==> config.mk <==
export PLATFORM = sky130hd
export DESIGN_NAME = alu_op_sequencer_flat
export DESIGN_NICKNAME = d
export VERILOG_FILES = /design/src/rtl/alu_op_sequencer_if.sv /design/src/rtl/alu_op_sequencer.sv /design/src/flat_wrapper.sv
export SDC_FILE = /design/constraint.sdc
export NUM_CORES = 1
export LEC_CHECK = 0
export ABC_AREA = 0
export CELL_PAD_IN_SITES_DETAIL_PLACEMENT = 1
export CELL_PAD_IN_SITES_GLOBAL_PLACEMENT = 1
export CORE_MARGIN = 8
export CORE_UTILIZATION = 33
export CTS_CLUSTER_SIZE = 25
export DETAILED_ROUTE_END_ITERATION = 12
export PLACE_DENSITY = 0.86
export SLEW_MARGIN = 20
export SYNTH_ARGS = -nofsm -noshare
export SYNTH_HDL_FRONTEND = slang
export SYNTH_SLANG_ARGS = --single-unit
==> constraint.sdc <==
create_clock -name clk -period 2.15 [get_ports clk]
set_input_delay 0.5375 -clock clk [delete_from_list [all_inputs] [get_ports clk]]
set_output_delay 0.5375 -clock clk [all_outputs]
set_load 0.01 [all_outputs]
==> src/rtl/alu_op_sequencer_if.sv <==
// Bundle of command, ALU drive/return and result signals around the
// ALU operation sequencer. The slave modport is the sequencer's view;
// the master modport is the surrounding environment's view.
interface alu_op_sequencer_if #(
  parameter int CNT_W = 16
);
  // Command channel
  logic             cmd_valid;
  logic             cmd_ready;
  logic [2:0]       cmd_op;
  logic [7:0]       cmd_a;
  logic [7:0]       cmd_b;
  // ALU drive
  logic [7:0]       alu_a;
  logic [7:0]       alu_b;
  logic [2:0]       alu_opcode;
  logic             alu_carry_in;
  // ALU return
  logic [7:0]       alu_out;
  logic             alu_carry_out;
  logic             alu_c_flag;
  logic             alu_z_flag;
  // Result channel
  logic             res_valid;
  logic             res_ready;
  logic [7:0]       res_data;
  logic             res_carry;
  logic             res_c_flag;
  logic             res_z_flag;
  // Status
  logic [CNT_W-1:0] op_count;

  modport slave (
    input  cmd_valid, cmd_op, cmd_a, cmd_b,
    input  alu_out, alu_carry_out, alu_c_flag, alu_z_flag,
    input  res_ready,
    output cmd_ready,
    output alu_a, alu_b, alu_opcode, alu_carry_in,
    output res_valid, res_data, res_carry, res_c_flag, res_z_flag,
    output op_count
  );

  modport master (
    output cmd_valid, cmd_op, cmd_a, cmd_b,
    output alu_out, alu_carry_out, alu_c_flag, alu_z_flag,
    output res_ready,
    input  cmd_ready,
    input  alu_a, alu_b, alu_opcode, alu_carry_in,
    input  res_valid, res_data, res_carry, res_c_flag, res_z_flag,
    input  op_count
  );
endinterface

==> src/rtl/alu_op_sequencer.sv <==
// Issue/capture stage for an 8-bit combinational ALU: accepts one command,
// holds the ALU inputs for SETTLE_CYCLES, registers the result and flags,
// and offers them on a valid/ready result channel.
module alu_op_sequencer #(
  parameter int SETTLE_CYCLES = 1,
  parameter int CNT_W         = 16
) (
  input logic               clk,
  input logic               rst,
  alu_op_sequencer_if.slave bus
);
  // Counter starts at SETTLE_CYCLES-1 so capture happens SETTLE_CYCLES edges after accept
  localparam logic [3:0] SETTLE_LOAD = 4'(SETTLE_CYCLES - 1);

  typedef enum logic [1:0] {
    IDLE = 2'd0,
    EXEC = 2'd1,
    DONE = 2'd2
  } state_t;

  state_t           state_reg;
  state_t           state_next;
  logic [3:0]       settle_reg;
  logic [7:0]       a_reg;
  logic [7:0]       b_reg;
  logic [2:0]       op_reg;
  logic             cin_reg;
  logic [7:0]       data_reg;
  logic             carry_reg;
  logic             c_reg;
  logic             z_reg;
  logic             valid_reg;
  logic [CNT_W-1:0] count_reg;

  logic cmd_ready;
  logic accept;
  logic capture;
  logic res_done;

  // Ready depends only on state and reset, never on the command inputs
  assign cmd_ready = (state_reg == IDLE) && !rst;
  assign accept    = bus.cmd_valid && cmd_ready;
  assign capture   = (state_reg == EXEC) && (settle_reg == 4'd0);
  assign res_done  = (state_reg == DONE) && valid_reg && bus.res_ready;

  // Next-state decode
  always_comb begin
    state_next = state_reg;
    case (state_reg)
      IDLE:    if (accept)   state_next = EXEC;
      EXEC:    if (capture)  state_next = DONE;
      DONE:    if (res_done) state_next = IDLE;
      default: state_next = IDLE;
    endcase
  end

  // State register
  always_ff @(posedge clk or posedge rst) begin
    if (rst) state_reg <= IDLE;
    else     state_reg <= state_next;
  end

  // ALU drive registers: loaded on accept, held through EXEC and DONE
  always_ff @(posedge clk or posedge rst) begin
    if (rst) begin
      a_reg   <= 8'h00;
      b_reg   <= 8'h00;
      op_reg  <= 3'b000;
      cin_reg <= 1'b0;
    end else if (accept) begin
      a_reg   <= bus.cmd_a;
      b_reg   <= bus.cmd_b;
      op_reg  <= bus.cmd_op;
      cin_reg <= (bus.cmd_op == 3'b001);
    end
  end

  // Settle counter: loaded on accept, counts down while the ALU settles
  always_ff @(posedge clk or posedge rst) begin
    if (rst)                                         settle_reg <= 4'd0;
    else if (accept)                                 settle_reg <= SETTLE_LOAD;
    else if (state_reg == EXEC && settle_reg != 4'd0) settle_reg <= settle_reg - 4'd1;
  end

  // Result capture; data and flags persist after the handshake, only valid drops
  always_ff @(posedge clk or posedge rst) begin
    if (rst) begin
      data_reg  <= 8'h00;
      carry_reg <= 1'b0;
      c_reg     <= 1'b0;
      z_reg     <= 1'b0;
      valid_reg <= 1'b0;
    end else if (capture) begin
      data_reg  <= bus.alu_out;
      carry_reg <= (op_reg == 3'b000 || op_reg == 3'b001) ? bus.alu_carry_out : 1'b0;
      c_reg     <= bus.alu_c_flag;
      z_reg     <= bus.alu_z_flag;
      valid_reg <= 1'b1;
    end else if (res_done) begin
      valid_reg <= 1'b0;
    end
  end

  // Completed-operation counter, wraps silently
  always_ff @(posedge clk or posedge rst) begin
    if (rst)           count_reg <= '0;
    else if (res_done) count_reg <= count_reg + 1'b1;
  end

  assign bus.cmd_ready    = cmd_ready;
  assign bus.alu_a        = a_reg;
  assign bus.alu_b        = b_reg;
  assign bus.alu_opcode   = op_reg;
  assign bus.alu_carry_in = cin_reg;
  assign bus.res_valid    = valid_reg;
  assign bus.res_data     = data_reg;
  assign bus.res_carry    = carry_reg;
  assign bus.res_c_flag   = c_reg;
  assign bus.res_z_flag   = z_reg;
  assign bus.op_count     = count_reg;
endmodule
==> src/flat_wrapper.sv <==
// flat-port wrapper written by rule: the top's interface ports become plain ports
module alu_op_sequencer_flat 
#(
  parameter int SETTLE_CYCLES = 1,
  parameter int CNT_W         = 16
)
  (clk, rst, bus_cmd_valid, bus_cmd_op, bus_cmd_a, bus_cmd_b, bus_alu_out, bus_alu_carry_out, bus_alu_c_flag, bus_alu_z_flag, bus_res_ready, bus_cmd_ready, bus_alu_a, bus_alu_b, bus_alu_opcode, bus_alu_carry_in, bus_res_valid, bus_res_data, bus_res_carry, bus_res_c_flag, bus_res_z_flag, bus_op_count);
  alu_op_sequencer_if #(.CNT_W(CNT_W)) bus_i ();
  input logic clk;
  input logic rst;
  input wire logic [$bits(bus_i.cmd_valid)-1:0] bus_cmd_valid;
  input wire logic [$bits(bus_i.cmd_op)-1:0] bus_cmd_op;
  input wire logic [$bits(bus_i.cmd_a)-1:0] bus_cmd_a;
  input wire logic [$bits(bus_i.cmd_b)-1:0] bus_cmd_b;
  input wire logic [$bits(bus_i.alu_out)-1:0] bus_alu_out;
  input wire logic [$bits(bus_i.alu_carry_out)-1:0] bus_alu_carry_out;
  input wire logic [$bits(bus_i.alu_c_flag)-1:0] bus_alu_c_flag;
  input wire logic [$bits(bus_i.alu_z_flag)-1:0] bus_alu_z_flag;
  input wire logic [$bits(bus_i.res_ready)-1:0] bus_res_ready;
  output wire logic [$bits(bus_i.cmd_ready)-1:0] bus_cmd_ready;
  output wire logic [$bits(bus_i.alu_a)-1:0] bus_alu_a;
  output wire logic [$bits(bus_i.alu_b)-1:0] bus_alu_b;
  output wire logic [$bits(bus_i.alu_opcode)-1:0] bus_alu_opcode;
  output wire logic [$bits(bus_i.alu_carry_in)-1:0] bus_alu_carry_in;
  output wire logic [$bits(bus_i.res_valid)-1:0] bus_res_valid;
  output wire logic [$bits(bus_i.res_data)-1:0] bus_res_data;
  output wire logic [$bits(bus_i.res_carry)-1:0] bus_res_carry;
  output wire logic [$bits(bus_i.res_c_flag)-1:0] bus_res_c_flag;
  output wire logic [$bits(bus_i.res_z_flag)-1:0] bus_res_z_flag;
  output wire logic [$bits(bus_i.op_count)-1:0] bus_op_count;
  assign bus_i.cmd_valid = bus_cmd_valid;
  assign bus_i.cmd_op = bus_cmd_op;
  assign bus_i.cmd_a = bus_cmd_a;
  assign bus_i.cmd_b = bus_cmd_b;
  assign bus_i.alu_out = bus_alu_out;
  assign bus_i.alu_carry_out = bus_alu_carry_out;
  assign bus_i.alu_c_flag = bus_alu_c_flag;
  assign bus_i.alu_z_flag = bus_alu_z_flag;
  assign bus_i.res_ready = bus_res_ready;
  assign bus_cmd_ready = bus_i.cmd_ready;
  assign bus_alu_a = bus_i.alu_a;
  assign bus_alu_b = bus_i.alu_b;
  assign bus_alu_opcode = bus_i.alu_opcode;
  assign bus_alu_carry_in = bus_i.alu_carry_in;
  assign bus_res_valid = bus_i.res_valid;
  assign bus_res_data = bus_i.res_data;
  assign bus_res_carry = bus_i.res_carry;
  assign bus_res_c_flag = bus_i.res_c_flag;
  assign bus_res_z_flag = bus_i.res_z_flag;
  assign bus_op_count = bus_i.op_count;
  alu_op_sequencer #(.SETTLE_CYCLES(SETTLE_CYCLES), .CNT_W(CNT_W)) u_core (.clk(clk), .rst(rst), .bus(bus_i));
endmodule
======== After elaboration in Yosys (flattened, before gate mapping) ========
Index checks and enable logic that the tools add are counted.
operators by class
  add/sub/neg operators ................... 2
  reduce and logical (&&, ||, !) cells .... 15
  eq/ne operators ......................... 7
  multiplexer cells ....................... 9
operators by type and width
  kind                                                   number
  adder 16 x 1 -> 16 bit, second input constant          1
  two-way mux 4 bit                                      2
  equality test 3 x 1 -> 1 bit, second input constant    2
  logical AND 1 bit                                      6
  two-way mux 2 bit                                      3
  inequality test 2 x 1 -> 1 bit, second input constant  3
  case mux 2 bit (3 select lines)                        1
  logical NOT 4 bit                                      1
  nonzero test 2 bit                                     2
  nonzero test 4 bit                                     1
  subtractor 4 x 1 -> 4 bit, second input constant       1
  logical NOT 3 bit                                      1
  two-way mux 1 bit                                      3
  AND reduction 3 bit                                    1
  equality test 2 x 1 -> 1 bit, second input constant    1
  equality test 2 bit, second input constant             1
  logical NOT 2 bit                                      1
  logical NOT 1 bit                                      1
  logical OR 1 bit                                       1
word-level totals
  logic and storage cells ................. 45
  input bits .............................. 34
  flip-flop bits (word level) ............. 54
  output and inout port bits .............. 49

======== Logic depth before layout (Yosys ltp) ========
Gate-level depths: netlist of the first run.
  depth in word-level cells ............... 5
  gate-level depth with buffers ........... 6

======== Least setup slack after synthesis of the first run ========
No wires, ideal clock.
  path kind ............................... input -> register
  start ................................... input port rst
  end ..................................... register u_core.settle_reg[0]
  stages on the path ...................... 5
  data arrival time ....................... 1.463 ns
  setup slack ............................. 0.566 ns
  data required time ...................... 2.029 ns
  cells stage by stage .................... nor3_1 -> and2_1 -> clkbuf_1 -> buf_2 -> nor2_1
between the ends
  cells in the longest elaborated chain, start to end .. 4
  elaborated cells on any way between the ends .. 5
  those cells by class .................... mux: 1; reduce/logical: 4
RTL lines
  item                                                     RTL line                text
  start: declaration                                       flat_wrapper.sv:10      input logic rst;
  logical NOT 1 bit (*)                                    alu_op_sequencer.sv:41  assign cmd_ready = (state_reg == IDLE) && !rst;
  logical AND 1 bit (*)                                    alu_op_sequencer.sv:41
  logical AND 1 bit (*)                                    alu_op_sequencer.sv:42  assign accept = bus.cmd_valid && cmd_ready;
  two-way mux 4 bit or nonzero test 2 bit (tied branches)  --
  end signal: assignment                                   alu_op_sequencer.sv:82  else if (state_reg == EXEC && settle_reg != 4'd0) settle_reg <= settle_reg - 4'd1;
  end: declaration                                         alu_op_sequencer.sv:23  logic [3:0] settle_reg;
Every way passes the cells marked *; elsewhere a longest branch is shown, timed or not.
A chain may end at the register's enable or synchronous reset.

======== Worst setup path in the final report of the first run ========
  start ................................... input port rst
  end ..................................... output port bus_cmd_ready
between the ends
  cells in the longest elaborated chain, start to end .. 2
RTL lines
  item               RTL line                text
  logical NOT 1 bit  alu_op_sequencer.sv:41
  logical AND 1 bit  alu_op_sequencer.sv:41
  end: declaration   flat_wrapper.sv:20      output wire logic [$bits(bus_i.cmd_ready)-1:0] bus_cmd_ready;
No other way between the ends.

==> flow_summary.rst, run 1 <==
.. list-table::
   :header-rows: 1

   * - Metric
     - Value
   * - Final critical-path setup slack
     - 0.1923 ns
   * - Number of top-level pins
     - 83
   * - Count of routing violations after the opening detailed-route iteration
     - 17
   * - Count of fill cells added during filler insertion
     - roughly 740
   * - Worst Hold Class
     - flop to flop
   * - Worst-path fanout max
     - 2
   * - Number of global-route vias before repair
     - 2041
   * - Number of maximum-capacitance constraint violations
     - 0
   * - Part of the Yosys area used for sequential elements
     - 0.6000
   * - Register bit count reported by yosys
     - 54
   * - Width of the die
     - 98.61 µm
   * - Total negative slack
     - 0 ns
   * - Highest clock frequency the design can meet
     - 0.5108 GHz
   * - Effective utilization at floorplan
     - 0.3371
   * - Pin count of the biggest net entering global routing
     - 26
   * - Clock power share
     - 0.155
   * - Count of TritonRoute iterations in the first routing pass
     - 4
   * - Flip-flop count of the largest register, all copies and words added
     - 16
   * - Most common library cell in the layout ignoring fill and taps
     - sky130_fd_sc_hd__clkdlybuf4s50_1
   * - Final estimated routing congestion in global placement
     - 0.7726
   * - Number of inserted diodes
     - 0
   * - Setup repair bufs after CTS
     - 0
   * - Count of flip-flops with a built-in enable after synthesis
     - 0
   * - Final critical-path required period
     - around 2.0 ns
   * - Final Cycle Share
     - 0.9106
   * - # H-tree levels
     - 2
   * - Number of warnings reported in the yosys synthesis log
     - 0
   * - Top library cells by usage in the layout, fill and taps aside
     - sky130_fd_sc_hd__clkdlybuf4s50_1 (81), sky130_fd_sc_hd__nand2_1 (72), sky130_fd_sc_hd__dfrtp_1 (54), sky130_fd_sc_hd__buf_4 (12), sky130_fd_sc_hd__mux2_2 (11)
   * - Unrepaired setup endpoints after global routing
     - no
   * - Slowest cell on the critical path
     - sky130_fd_sc_hd__clkdlybuf4s50_1
   * - Clock transition at the register clock pins on the worst setup and hold paths after CTS
     - 0.09 ns
   * - VDD IR max
     - 0.0005048 V
   * - Clock sink count
     - between 50 and 60
   * - Syn_nets
     - 243
   * - Floorplan die height
     - 98.61 µm
   * - Library cells used by synthesis
     - 29
   * - Via count
     - 1796
   * - Number of antenna violations at the first check in global routing
     - 0
   * - Layout overhead on the synthesized area
     - 48.72%
   * - Clk root buf
     - sky130_fd_sc_hd__clkbuf_8
   * - DRT antenna net count
     - 0
   * - Deepest clock path buffer count
     - 2
   * - Fraction of power consumed by combinational cells
     - 0.420
   * - Tightest Pin Transition
     - roughly 0.48 ns
   * - Primary flip-flop cell chosen by synthesis mapping
     - sky130_fd_sc_hd__dfrtp_1
   * - Total DRC errors in the routed layout
     - 0
   * - Power Internal
     - between 2 and 3 mW
   * - Buffers on Ports
     - around 80
   * - Biggest cell delay along the critical path
     - 0.44 ns
   * - Hold-fix buffers, CTS
     - 0
   * - Switching power
     - 1.276 mW
   * - Total CTS buffers
     - 5
   * - Fin. max-slew vios
     - 0
   * - Ratio of cells with drive above 1 in the final layout
     - 0.1353
   * - Critical path cell sequence
     - clkdlybuf4s50_1 > nor3_2 > dlygate4sd2_1
   * - Die outline area
     - 9724 µm²
   * - TritonCTS clock tree
     - done
   * - Total power per unit cell area
     - 1147 nW/µm²
   * - Final WL
     - 5927 µm
   * - Share of total power in sequential cells
     - 0.425
   * - Row count
     - 30
   * - Routed length per placed instance
     - 15.48 µm
   * - Via-per-instance ratio
     - 4.689
   * - Clk Latency, worst-skew pair
     - 0.31 ns
   * - Required @ worst endpoint
     - 1.61 ns
   * - Global Route Usage Sum
     - 0.1333
   * - Count of final hold-check violations
     - 0
   * - Critical path class
     - primary input to primary output
   * - Crit. End Element
     - primary output
   * - Finish-stage setup viols
     - 0
   * - Switching part of the total
     - 0.3323
   * - Status
     - finished clean
   * - Setup skew after layout
     - 0.004090 ns
   * - Number of standard cells after synthesis
     - 206
   * - Data arrival time of the worst path
     - 1.42 ns
   * - Remaining Overflow, GRT
     - 0
   * - First-pass GRT wire length
     - 10310 µm
   * - Average cell area after synthesis
     - ~11 µm²
   * - Max-Slew Margin vs Limit
     - 0.6827
   * - Detailed placement HPWL
     - 4691 µm
   * - Critical path launch point type
     - primary input
   * - DP Worst Slack
     - -0.1683 ns
   * - Net count, final
     - 339
   * - Core footprint
     - roughly 6700 µm²
   * - Static leakage power
     - 1.543 nW
   * - Cell area after synthesis
     - 2252 µm²
   * - Async set-reset flop share out of synthesis
     - 1.000
-- worst max-delay path: cells and delay by family --
family                 cells  cell delay [ns]
buffers and inverters      2             0.73
and+or+nand+nor            1             0.15
-- final cells by class --
class / instances / area, µm² / area share
flip-flops and latches: 54 / 1351 / 0.4034
repair buffers: 95 / 929.6 / 0.2775
multi-input cells: 140 / 850.8 / 0.2540
well taps: 80 / 100.1 / 0.02988
clock buffers: 6 / 82.58 / 0.02465
inverters: 6 / 22.52 / 0.006724
clock inverters: 2 / 12.51 / 0.003736
-- kinds of logic after synthesis --
kind of cell,after synthesis,synth area share
buffers and inverters,12,0.02444
XOR/XNOR,18,0.07000
adder cells (fa/ha/maj),3,0.01667
AND/OR/NAND/NOR,104,0.2217
flip-flops,54,0.6000
AO/OA/AOI/OAI,4,0.01222
multiplexers,11,0.05500
-- routing by layer --
layer,part of all wire,up-vias,global-route usage,wire [µm]
met1,0.41,875,0.1487,2423
li1,-,853,-,-
met2,0.49,59,0.2193,2893
met4,0.016,0,0.05313,93
met5,0,-,0,0
met3,0.087,9,0.05708,517
-- per-stage QoR --
stage	std cells	util	cell area [µm²]	power [mW]	hold WS (ns)
after floorplan	206	-	2252	2.340	0.5039
after global placement	375	0.4865	3251	3.236	0.4567
after detailed placement	375	0.4865	3251	3.314	0.4649
after CTS	383	0.5013	3349	3.928	0.4829
after global routing	383	0.5013	3349	4.141	0.5021
final	383	0.5013	3349	3.841	0.4761
-- Yosys cell counts (2+ instances only) --
library cell,instances,area (µm²)
sky130_fd_sc_hd__nor3_1,2,10.01
sky130_fd_sc_hd__inv_1,6,22.52
sky130_fd_sc_hd__dfrtp_1,54,1351
sky130_fd_sc_hd__nand3_1,5,25.02
sky130_fd_sc_hd__mux2_2,11,123.9
sky130_fd_sc_hd__xnor2_1,10,87.58
sky130_fd_sc_hd__nand2_1,72,270.3
sky130_fd_sc_hd__nand4_1,3,18.77
sky130_fd_sc_hd__nor4_2,2,25.02
sky130_fd_sc_hd__and4_1,2,17.52
sky130_fd_sc_hd__nor2_1,9,33.78
sky130_fd_sc_hd__buf_2,2,10.01
sky130_fd_sc_hd__clkbuf_1,3,11.26
sky130_fd_sc_hd__ha_1,3,37.54
sky130_fd_sc_hd__xor2_1,8,70.07
-- repair_timing --
action                                  4_1_cts  5_1_grt
resized for setup                             2        0
endpoints found under the hold margin         0        0
endpoints found under the setup margin        1        0
-- worst paths after layout --
path	start	to	slack [ns]	cells after the start
worst max-delay path	rst	bus_cmd_ready	0.19	3
worst min-delay path	u_core.bus.op_count[15]	u_core.bus.op_count[15]	0.48	1
worst max register to register	u_core.settle_reg[0]	u_core.settle_reg[2]	0.50	6
worst min register to register	u_core.bus.op_count[15]	u_core.bus.op_count[15]	0.48	1
max in group asynchronous	rst	u_core.bus.res_data[1]	0.93	4
min in group asynchronous	rst	u_core.bus.res_data[3]	0.72	3
-- power by group through the flow --
stage          clock [mW]  sequential, mW  combinational, mW
3_3_place_gp            0            1.63               1.61
2_1_floorplan           0            1.76              0.585
3_5_place_dp            0            1.66               1.66
5_1_grt             0.653            1.69               1.79
6_report            0.594            1.63               1.61
4_1_cts             0.623            1.64               1.66
No activity file was read; power rests on OpenSTA's default activity.
==> run 2, diff against run 1 <==
--- a/config.mk
+++ b/config.mk
@@ -12,6 +12,7 @@
 export CORE_UTILIZATION = 33
 export CTS_CLUSTER_SIZE = 25
 export DETAILED_ROUTE_END_ITERATION = 12
+export GPL_TIMING_DRIVEN = 0
 export PLACE_DENSITY = 0.86
 export SLEW_MARGIN = 20
 export SYNTH_ARGS = -nofsm -noshare
==> run 2 against run 1 <==
  * Critical path depth unchanged
  * Combinational power is essentially flat
  * Critical path type unchanged
  * Register-to-register slack lost 0.12 ns
  * Clock power decreased by 3%
  * Global-route usage about the same
  * Core utilization fell by 0.99 points
  * Largest cell class unchanged
  * Highest routed layer unchanged
==> flow_summary.rst, run 2 (same netlist as run 1, synthesis figures left out) <==
.. list-table::
   :header-rows: 1

   * - Metric
     - Value
   * - Clk root buf
     - sky130_fd_sc_hd__clkbuf_8 (unchanged)
   * - Highest clock frequency the design can meet
     - 0.5176 GHz (was 0.5108 GHz)
   * - Final critical-path setup slack
     - 0.2180 ns (was 0.1923 ns)
   * - Effective utilization at floorplan
     - 0.3371 (unchanged)
   * - Data arrival time of the worst path
     - 1.39 ns (was 1.42 ns)
   * - Max-Slew Margin vs Limit
     - 0.5522 (was 0.6827)
   * - Total CTS buffers
     - 5 (unchanged)
   * - Total negative slack
     - 0 ns (unchanged)
   * - Core footprint
     - 6681 µm² (unchanged)
   * - Total DRC errors in the routed layout
     - 0 (unchanged)
   * - Remaining Overflow, GRT
     - 0 (unchanged)
   * - Layout Cell Area excl Fill
     - 3283 µm² (was 3349 µm²)
   * - Critical path class
     - primary input to primary output (unchanged)
   * - Deepest clock path buffer count
     - 2 (unchanged)
   * - Final estimated routing congestion in global placement
     - 0.7860 (was 0.7726)
   * - Finish-stage setup viols
     - 0 (unchanged)
   * - Buffers on Ports
     - 82 (unchanged)
   * - Clock power share
     - 0.152 (was 0.155)
   * - Fin. max-slew vios
     - 0 (unchanged)
   * - Number of antenna violations at the first check in global routing
     - 0 (unchanged)
   * - Count of TritonRoute iterations in the first routing pass
     - 4 (unchanged)
   * - Global Route Usage Sum
     - 0.1334 (was 0.1333)
   * - Crit. End Element
     - primary output (unchanged)
   * - Final WL
     - 6053 µm (was 5927 µm)
   * - Clock transition at the register clock pins on the worst setup and hold paths after CTS
     - 0.09 ns (about the same)
   * - Net count, final
     - 333 (was 339)
   * - Count of fill cells added during filler insertion
     - 743 (was 739)
   * - Die outline area
     - 9724 µm² (unchanged)
   * - TritonCTS clock tree
     - done (unchanged)
   * - Worst Hold Class
     - flop to flop (unchanged)
   * - Biggest cell delay along the critical path
     - 0.31 ns (was 0.44 ns)
   * - Fraction of power consumed by combinational cells
     - 0.421 (was 0.420)
   * - Switching power
     - 1.264 mW (was 1.276 mW)
   * - Ratio of cells with drive above 1 in the final layout
     - 0.1044 (was 0.1353)
   * - Static leakage power
     - 1.503 nW (was 1.543 nW)
   * - Via-per-instance ratio
     - 4.740 (was 4.689)
   * - Number of inserted diodes
     - 0 (unchanged)
   * - Critical path cell sequence
     - dlygate4sd2_1 > nor3_4 > dlygate4sd2_1 (was clkdlybuf4s50_1 > nor3_2 > dlygate4sd2_1)
   * - Detailed placement HPWL
     - 4714 µm (was 4691 µm)
   * - VDD IR max
     - 0.0004568 V (was 0.0005048 V)
   * - Power Internal
     - 2.543 mW (was 2.565 mW)
   * - Via count
     - 1787 (was 1796)
   * - First-pass GRT wire length
     - 10430 µm (was 10310 µm)
   * - Final Cycle Share
     - 0.8986 (was 0.9106)
   * - Status
     - finished clean (unchanged)
   * - Number of global-route vias before repair
     - 2008 (was 2041)
   * - Layout overhead on the synthesized area
     - 45.78% (was 48.72%)
   * - Critical path launch point type
     - primary input (unchanged)
   * - Number of top-level pins
     - 83 (unchanged)
   * - # H-tree levels
     - 2 (unchanged)
   * - Clk Latency, worst-skew pair
     - 0.30 ns (was 0.31 ns)
   * - Switching part of the total
     - 0.3321 (was 0.3323)
   * - Hold slack
     - 0.4839 ns (was 0.4761 ns)
   * - DP Worst Slack
     - -0.4728 ns (was -0.1683 ns)
   * - Routed length per placed instance
     - 16.06 µm (was 15.48 µm)
   * - Most common library cell in the layout ignoring fill and taps
     - sky130_fd_sc_hd__clkdlybuf4s50_1 (unchanged)
   * - Unrepaired setup endpoints after global routing
     - no (unchanged)
   * - Footprint of the flip-flops and latches
     - 1351 µm² (unchanged)
   * - DP Area
     - 3176 µm² (was 3251 µm²)
   * - Row count
     - 30 (unchanged)
   * - Top library cells by usage in the layout, fill and taps aside
     - sky130_fd_sc_hd__clkdlybuf4s50_1 (80), sky130_fd_sc_hd__nand2_1 (72), sky130_fd_sc_hd__dfrtp_1 (54), sky130_fd_sc_hd__mux2_2 (11), sky130_fd_sc_hd__xnor2_1 (10) (was sky130_fd_sc_hd__clkdlybuf4s50_1 (81), sky130_fd_sc_hd__nand2_1 (72), sky130_fd_sc_hd__dfrtp_1 (54), sky130_fd_sc_hd__buf_4 (12), sky130_fd_sc_hd__mux2_2 (11))
   * - Slowest cell on the critical path
     - sky130_fd_sc_hd__dlygate4sd2_1 (was sky130_fd_sc_hd__clkdlybuf4s50_1)
   * - Final critical-path required period
     - 1.932 ns (was 1.958 ns)
   * - Total placed cells including tap cells
     - 368 (was 375)
   * - Width of the die
     - 98.61 µm (unchanged)
   * - Count of routing violations after the opening detailed-route iteration
     - 31 (was 17)
   * - Multi-input logic area
     - 857.1 µm² (was 850.8 µm²)
   * - DRT antenna net count
     - 0 (unchanged)
   * - Count of non-filler cells in the finished layout
     - 377 (was 383)
   * - Floorplan die height
     - 98.61 µm (unchanged)
   * - Pin count of the biggest net entering global routing
     - 55 (was 26)
   * - Count of final hold-check violations
     - 0 (unchanged)
   * - Number of maximum-capacitance constraint violations
     - 0 (unchanged)
   * - Required @ worst endpoint
     - 1.61 ns (about the same)
   * - Total power per unit cell area
     - 1160 nW/µm² (was 1147 nW/µm²)
   * - Worst-path fanout max
     - 2 (unchanged)
   * - Clock sink count
     - 54 (unchanged)
   * - Share of total power in sequential cells
     - 0.426 (was 0.425)
   * - Most used cell, CP
     - sky130_fd_sc_hd__dlygate4sd2_1
   * - Tightest Pin Transition
     - 0.6717 ns (was 0.4752 ns)
   * - Flip-flop count of the largest register, all copies and words added
     - 16 (unchanged)
   * - Setup skew after layout
     - 0.007041 ns (was 0.004090 ns)
[run 2: cell types whose count changed in the layout (fill, tap and decap cells not counted), sizes merged]
cell / change
dlygate4sd2: +1
clkbuf: +4
clkdlybuf4s50: -1
buf: -9
clkinvlp: -1
[run 2: layer usage]
layer | GRT usage | wire length, µm
met3 | 0.05497 | 446
met4 | 0.03542 | 61
met5 | 0 | 0
met1 | 0.1482 | 2502
met2 | 0.2297 | 3043
[run 2: per-stage QoR]
stage	power (mW)	utilization
6_report	3.807	0.4914
5_1_grt	4.099	0.4914
4_1_cts	3.881	0.4914
3_5_place_dp	3.278	0.4753
3_3_place_gp	3.189	0.4749
2_1_floorplan	2.340	-
[run 2: power groups by stage]
stage | Sequential, mW | Combinational [mW] | Clock, mW
floorplan | 1.76 | 0.585 | 0
global placement | 1.61 | 1.57 | 0
detailed placement | 1.65 | 1.63 | 0
CTS | 1.63 | 1.65 | 0.600
global route | 1.67 | 1.77 | 0.651
finish | 1.62 | 1.60 | 0.579
[run 2: worst max-delay path, delay by kind of cell]
family                 cells  cell delay [ns]
buffers and inverters      2             0.61
and+or+nand+nor            1             0.25
[run 2: worst paths after layout]
kind	slack [ns]	from	to	depth (start not counted)
min in group asynchronous	0.57	rst	u_core.bus.res_data[3]	2
worst min register to register	0.48	u_core.bus.alu_b[0]	u_core.bus.alu_b[0]	2
max in group asynchronous	1.14	rst	u_core.bus.res_data[7]	2
worst max-delay path	0.22	rst	bus_cmd_ready	3
worst min-delay path	0.48	u_core.bus.alu_b[0]	u_core.bus.alu_b[0]	2
worst max register to register	0.38	u_core.state_reg[1]	u_core.bus.res_z_flag	4
[run 2: timing repair]
action | CTS | global route
endpoints found under the hold margin | 0 | 0
setup endpoints to repair | 1 | 0
hold buffers | 0 | 0
gates resized for setup | 4 | 0
setup buffers | 1 | 0
[run 2: layout make-up]
| class | instances | area share |
|---|---|---|
| Tap cell | 80 | 0.03049 |
| Multi-Input combinational cell | 140 | 0.2611 |
| Clock buffer | 7 | 0.02630 |
| Timing Repair Buffer | 83 | 0.2515 |
| Buffer | 6 | 0.009909 |
| Sequential cell | 54 | 0.4116 |
| Inverter | 6 | 0.007622 |
| Clock inverter | 1 | 0.001524 |
==> run 3, diff against run 2 <==
--- a/config.mk
+++ b/config.mk
@@ -8,13 +8,15 @@
 export ABC_AREA = 0
 export CELL_PAD_IN_SITES_DETAIL_PLACEMENT = 1
 export CELL_PAD_IN_SITES_GLOBAL_PLACEMENT = 1
-export CORE_MARGIN = 8
+export CORE_MARGIN = 10
 export CORE_UTILIZATION = 33
 export CTS_CLUSTER_SIZE = 25
 export DETAILED_ROUTE_END_ITERATION = 12
+export GPL_ROUTABILITY_DRIVEN = 0
 export GPL_TIMING_DRIVEN = 0
 export PLACE_DENSITY = 0.86
 export SLEW_MARGIN = 20
 export SYNTH_ARGS = -nofsm -noshare
 export SYNTH_HDL_FRONTEND = slang
 export SYNTH_SLANG_ARGS = --single-unit
+export TNS_END_PERCENT = 10
==> run 3 against run 2 <==
  * Die area up 8.3%
  * Setup slack better by 0.039 ns
  * First-iteration DRC count unchanged
  * Flip-flop and latch count unchanged
  * Via count down 0.45%
  * Register-to-register slack about the same
  * Largest cell class unchanged
  * Clock-buffer cell count down 1
  * Cell count unchanged
  * Power up 0.79%
==> flow_summary.rst, run 3 (same netlist as run 1, synthesis figures left out) <==
.. list-table::
   :header-rows: 1

   * - Metric
     - Value
   * - Number of antenna violations at the first check in global routing
     - 0 (unchanged)
   * - Final critical-path required period
     - 1.893 ns (was 1.932 ns)
   * - Fin. max-slew vios
     - 0 (unchanged)
   * - Depth of the worst register-to-register path
     - 4 (unchanged)
   * - Highest clock frequency the design can meet
     - 0.5284 GHz (was 0.5176 GHz)
   * - Final Cycle Share
     - 0.8803 (was 0.8986)
   * - Critical path launch point type
     - primary input (unchanged)
   * - Buffers on Ports
     - 82 (unchanged)
   * - Worst Hold Class
     - primary input to async pin (was flop to flop)
   * - Clk root buf
     - sky130_fd_sc_hd__clkbuf_8 (unchanged)
   * - Worst-path fanout max
     - 10 (was 2)
   * - Setup slack, reg-to-reg
     - 0.37 ns (was 0.38 ns)
   * - First-pass GRT wire length
     - 10290 µm (was 10430 µm)
   * - Via-per-instance ratio
     - 4.719 (was 4.740)
   * - Number of global-route vias before repair
     - 2052 (was 2008)
   * - Detailed placement HPWL
     - 4940 µm (was 4714 µm)
   * - Final WL
     - 6295 µm (was 6053 µm)
   * - Critical path cell sequence
     - clkdlybuf4s50_1 > nand4b_4 > nor4_2 > nand3_1 > xnor2_1 (was dlygate4sd2_1 > nor3_4 > dlygate4sd2_1)
   * - Total power per unit cell area
     - 1166 nW/µm² (was 1160 nW/µm²)
   * - Finish-stage setup viols
     - 0 (unchanged)
   * - Net count, final
     - 333 (unchanged)
   * - Deepest clock path buffer count
     - 2 (unchanged)
   * - Total CTS buffers
     - 5 (unchanged)
   * - Most common library cell in the layout ignoring fill and taps
     - sky130_fd_sc_hd__clkdlybuf4s50_1 (unchanged)
   * - Ratio of cells with drive above 1 in the final layout
     - 0.1077 (was 0.1044)
   * - End-of-flow core utilization
     - 0.4898 (was 0.4914)
   * - Crit. End Element
     - flop (was primary output)
   * - Routed length per placed instance
     - 16.70 µm (was 16.06 µm)
   * - Total placed cells including tap cells
     - 368 (unchanged)
   * - Pin count of the biggest net entering global routing
     - 55 (unchanged)
   * - Floorplan die height
     - 102.6 µm (was 98.61 µm)
   * - Hold-fix buffers, CTS
     - 0 (unchanged)
   * - Final critical-path setup slack
     - 0.2573 ns (was 0.2180 ns)
   * - Critical path class
     - primary input to flop (was primary input to primary output)
   * - Global Route Usage Sum
     - 0.1227 (was 0.1334)
   * - TritonCTS clock tree
     - done (unchanged)
   * - Unrepaired setup endpoints after global routing
     - no (unchanged)
   * - Status
     - finished clean (unchanged)
   * - Static leakage power
     - 1.510 nW (was 1.503 nW)
   * - Number of maximum-capacitance constraint violations
     - 0 (unchanged)
   * - Data arrival time of the worst path
     - 2.09 ns (was 1.39 ns)
   * - Count of TritonRoute iterations in the first routing pass
     - 4 (unchanged)
   * - Width of the die
     - 102.6 µm (was 98.61 µm)
   * - Tightest Pin Transition
     - 0.6940 ns (was 0.6717 ns)
   * - Number of top-level pins
     - 83 (unchanged)
   * - DP Worst Slack
     - -0.4399 ns (was -0.4728 ns)
   * - Number of inserted diodes
     - 0 (unchanged)
   * - VDD IR max
     - 0.0004769 V (was 0.0004568 V)
   * - Max-Slew Margin vs Limit
     - 0.5373 (was 0.5522)
   * - Clock sink count
     - 54 (unchanged)
   * - Slowest cell on the critical path
     - sky130_fd_sc_hd__clkdlybuf4s50_1 (was sky130_fd_sc_hd__dlygate4sd2_1)
   * - Worst reg2reg endpoint
     - u_core.bus.res_data[7] (was u_core.bus.res_z_flag)
   * - Setup skew after layout
     - 0.008823 ns (was 0.007041 ns)
   * - Flip-flop count of the largest register, all copies and words added
     - 16 (unchanged)
   * - Layout overhead on the synthesized area
     - 46.11% (was 45.78%)
   * - Reg2reg start
     - u_core.state_reg[1] (unchanged)
   * - Clk Latency, worst-skew pair
     - 0.30 ns (about the same)
   * - Remaining Overflow, GRT
     - 0 (unchanged)
   * - Overall power consumption
     - 3.837 mW (was 3.807 mW)
   * - Die outline area
     - 10530 µm² (was 9724 µm²)
   * - # H-tree levels
     - 2 (unchanged)
   * - Hold slack
     - 0.4432 ns (was 0.4839 ns)
   * - Clock transition at the register clock pins on the worst setup and hold paths after CTS
     - 0.10 ns (was 0.09 ns)
   * - Biggest cell delay along the critical path
     - 0.54 ns (was 0.31 ns)
   * - Effective utilization at floorplan
     - 0.3352 (was 0.3371)
   * - Count of routing violations after the opening detailed-route iteration
     - 31 (unchanged)
   * - DRT antenna net count
     - 0 (unchanged)
   * - Top library cells by usage in the layout, fill and taps aside
     - sky130_fd_sc_hd__clkdlybuf4s50_1 (80), sky130_fd_sc_hd__nand2_1 (72), sky130_fd_sc_hd__dfrtp_1 (54), sky130_fd_sc_hd__mux2_2 (11), sky130_fd_sc_hd__xnor2_1 (10) (unchanged)
   * - Via count
     - 1779 (was 1787)
   * - Total DRC errors in the routed layout
     - 0 (unchanged)
   * - Row count
     - 30 (unchanged)
   * - Required @ worst endpoint
     - 2.35 ns (was 1.61 ns)
   * - Count of final hold-check violations
     - 0 (unchanged)
   * - Count of non-filler cells in the finished layout
     - 377 (unchanged)
   * - Count of fill cells added during filler insertion
     - 752 (was 743)
   * - Core footprint
     - 6719 µm² (was 6681 µm²)
run 3: changes by cell type in the layout (fill, tap and decap cells not counted), sizes merged:
| cell | delta |
|---|---|
| dlygate4sd2 | -1 |
| clkbuf | -1 |
| dlymetal6s2s | +1 |
| clkinvlp | +1 |
run 3: where the power goes:
| group | internal, mW | switching (mW) | leakage, nW |
|---|---|---|---|
| clock network | 0.260 | 0.337 | 0.0472 |
| registers | 1.38 | 0.251 | 0.680 |
| logic | 0.905 | 0.706 | 0.783 |
run 3: final cells by class:
cell class,instances,area [µm²],share of cell area
Buffer,6,32.53,0.009886
Clock buffer,6,82.58,0.02510
Clock inverter,2,12.51,0.003802
Inverter,6,25.02,0.007605
Multi-Input combinational cell,140,857.1,0.2605
Sequential cell,54,1351,0.4106
Tap cell,80,100.1,0.03042
Timing Repair Buffer,83,829.5,0.2521
run 3: how the worst max path moves through the flow:
stage	depth (start not counted)	slack [ns]	endpoint	from
6_report	5	0.26	u_core.bus.op_count[11]	bus_res_ready
5_1_grt	5	0.14	u_core.bus.op_count[11]	bus_res_ready
4_1_cts	3	0.01	bus_cmd_ready	rst
3_5_place_dp	3	-0.44	bus_cmd_ready	rst
3_3_place_gp	2	-0.87	u_core.bus.res_data[6]	rst
2_1_floorplan	1	0.30	u_core.bus.alu_a[0]	rst
run 3: repair_timing:
item	4_1_cts	5_1_grt
gates resized for setup	3	1
endpoints found under the setup margin	1	1
setup buffers	0	1
pin swaps	0	1
run 3: worst max-delay path, delay by kind of cell:
kind,cells,cell delay (ns)
and+or+nand+nor,3,0.86
xor gates and xnor gates,1,0.14
buffers and inverters,1,0.54
run 3: per-stage QoR:
stage / instance area (µm²) / setup TNS (ns)
6_report: 3291 / 0
4_1_cts: 3281 / 0
3_3_place_gp: 3173 / -47.92
2_1_floorplan: 2252 / 0
5_1_grt: 3291 / 0
3_5_place_dp: 3176 / -3.142
run 3: per-layer routing:
layer,share of wire,GRT usage,up-vias
li1,-,-,841
met3,0.093,0.05094,6
met4,0.0087,0.03254,0
met5,0,0,-
met1,0.39,0.1314,874
met2,0.51,0.2174,58
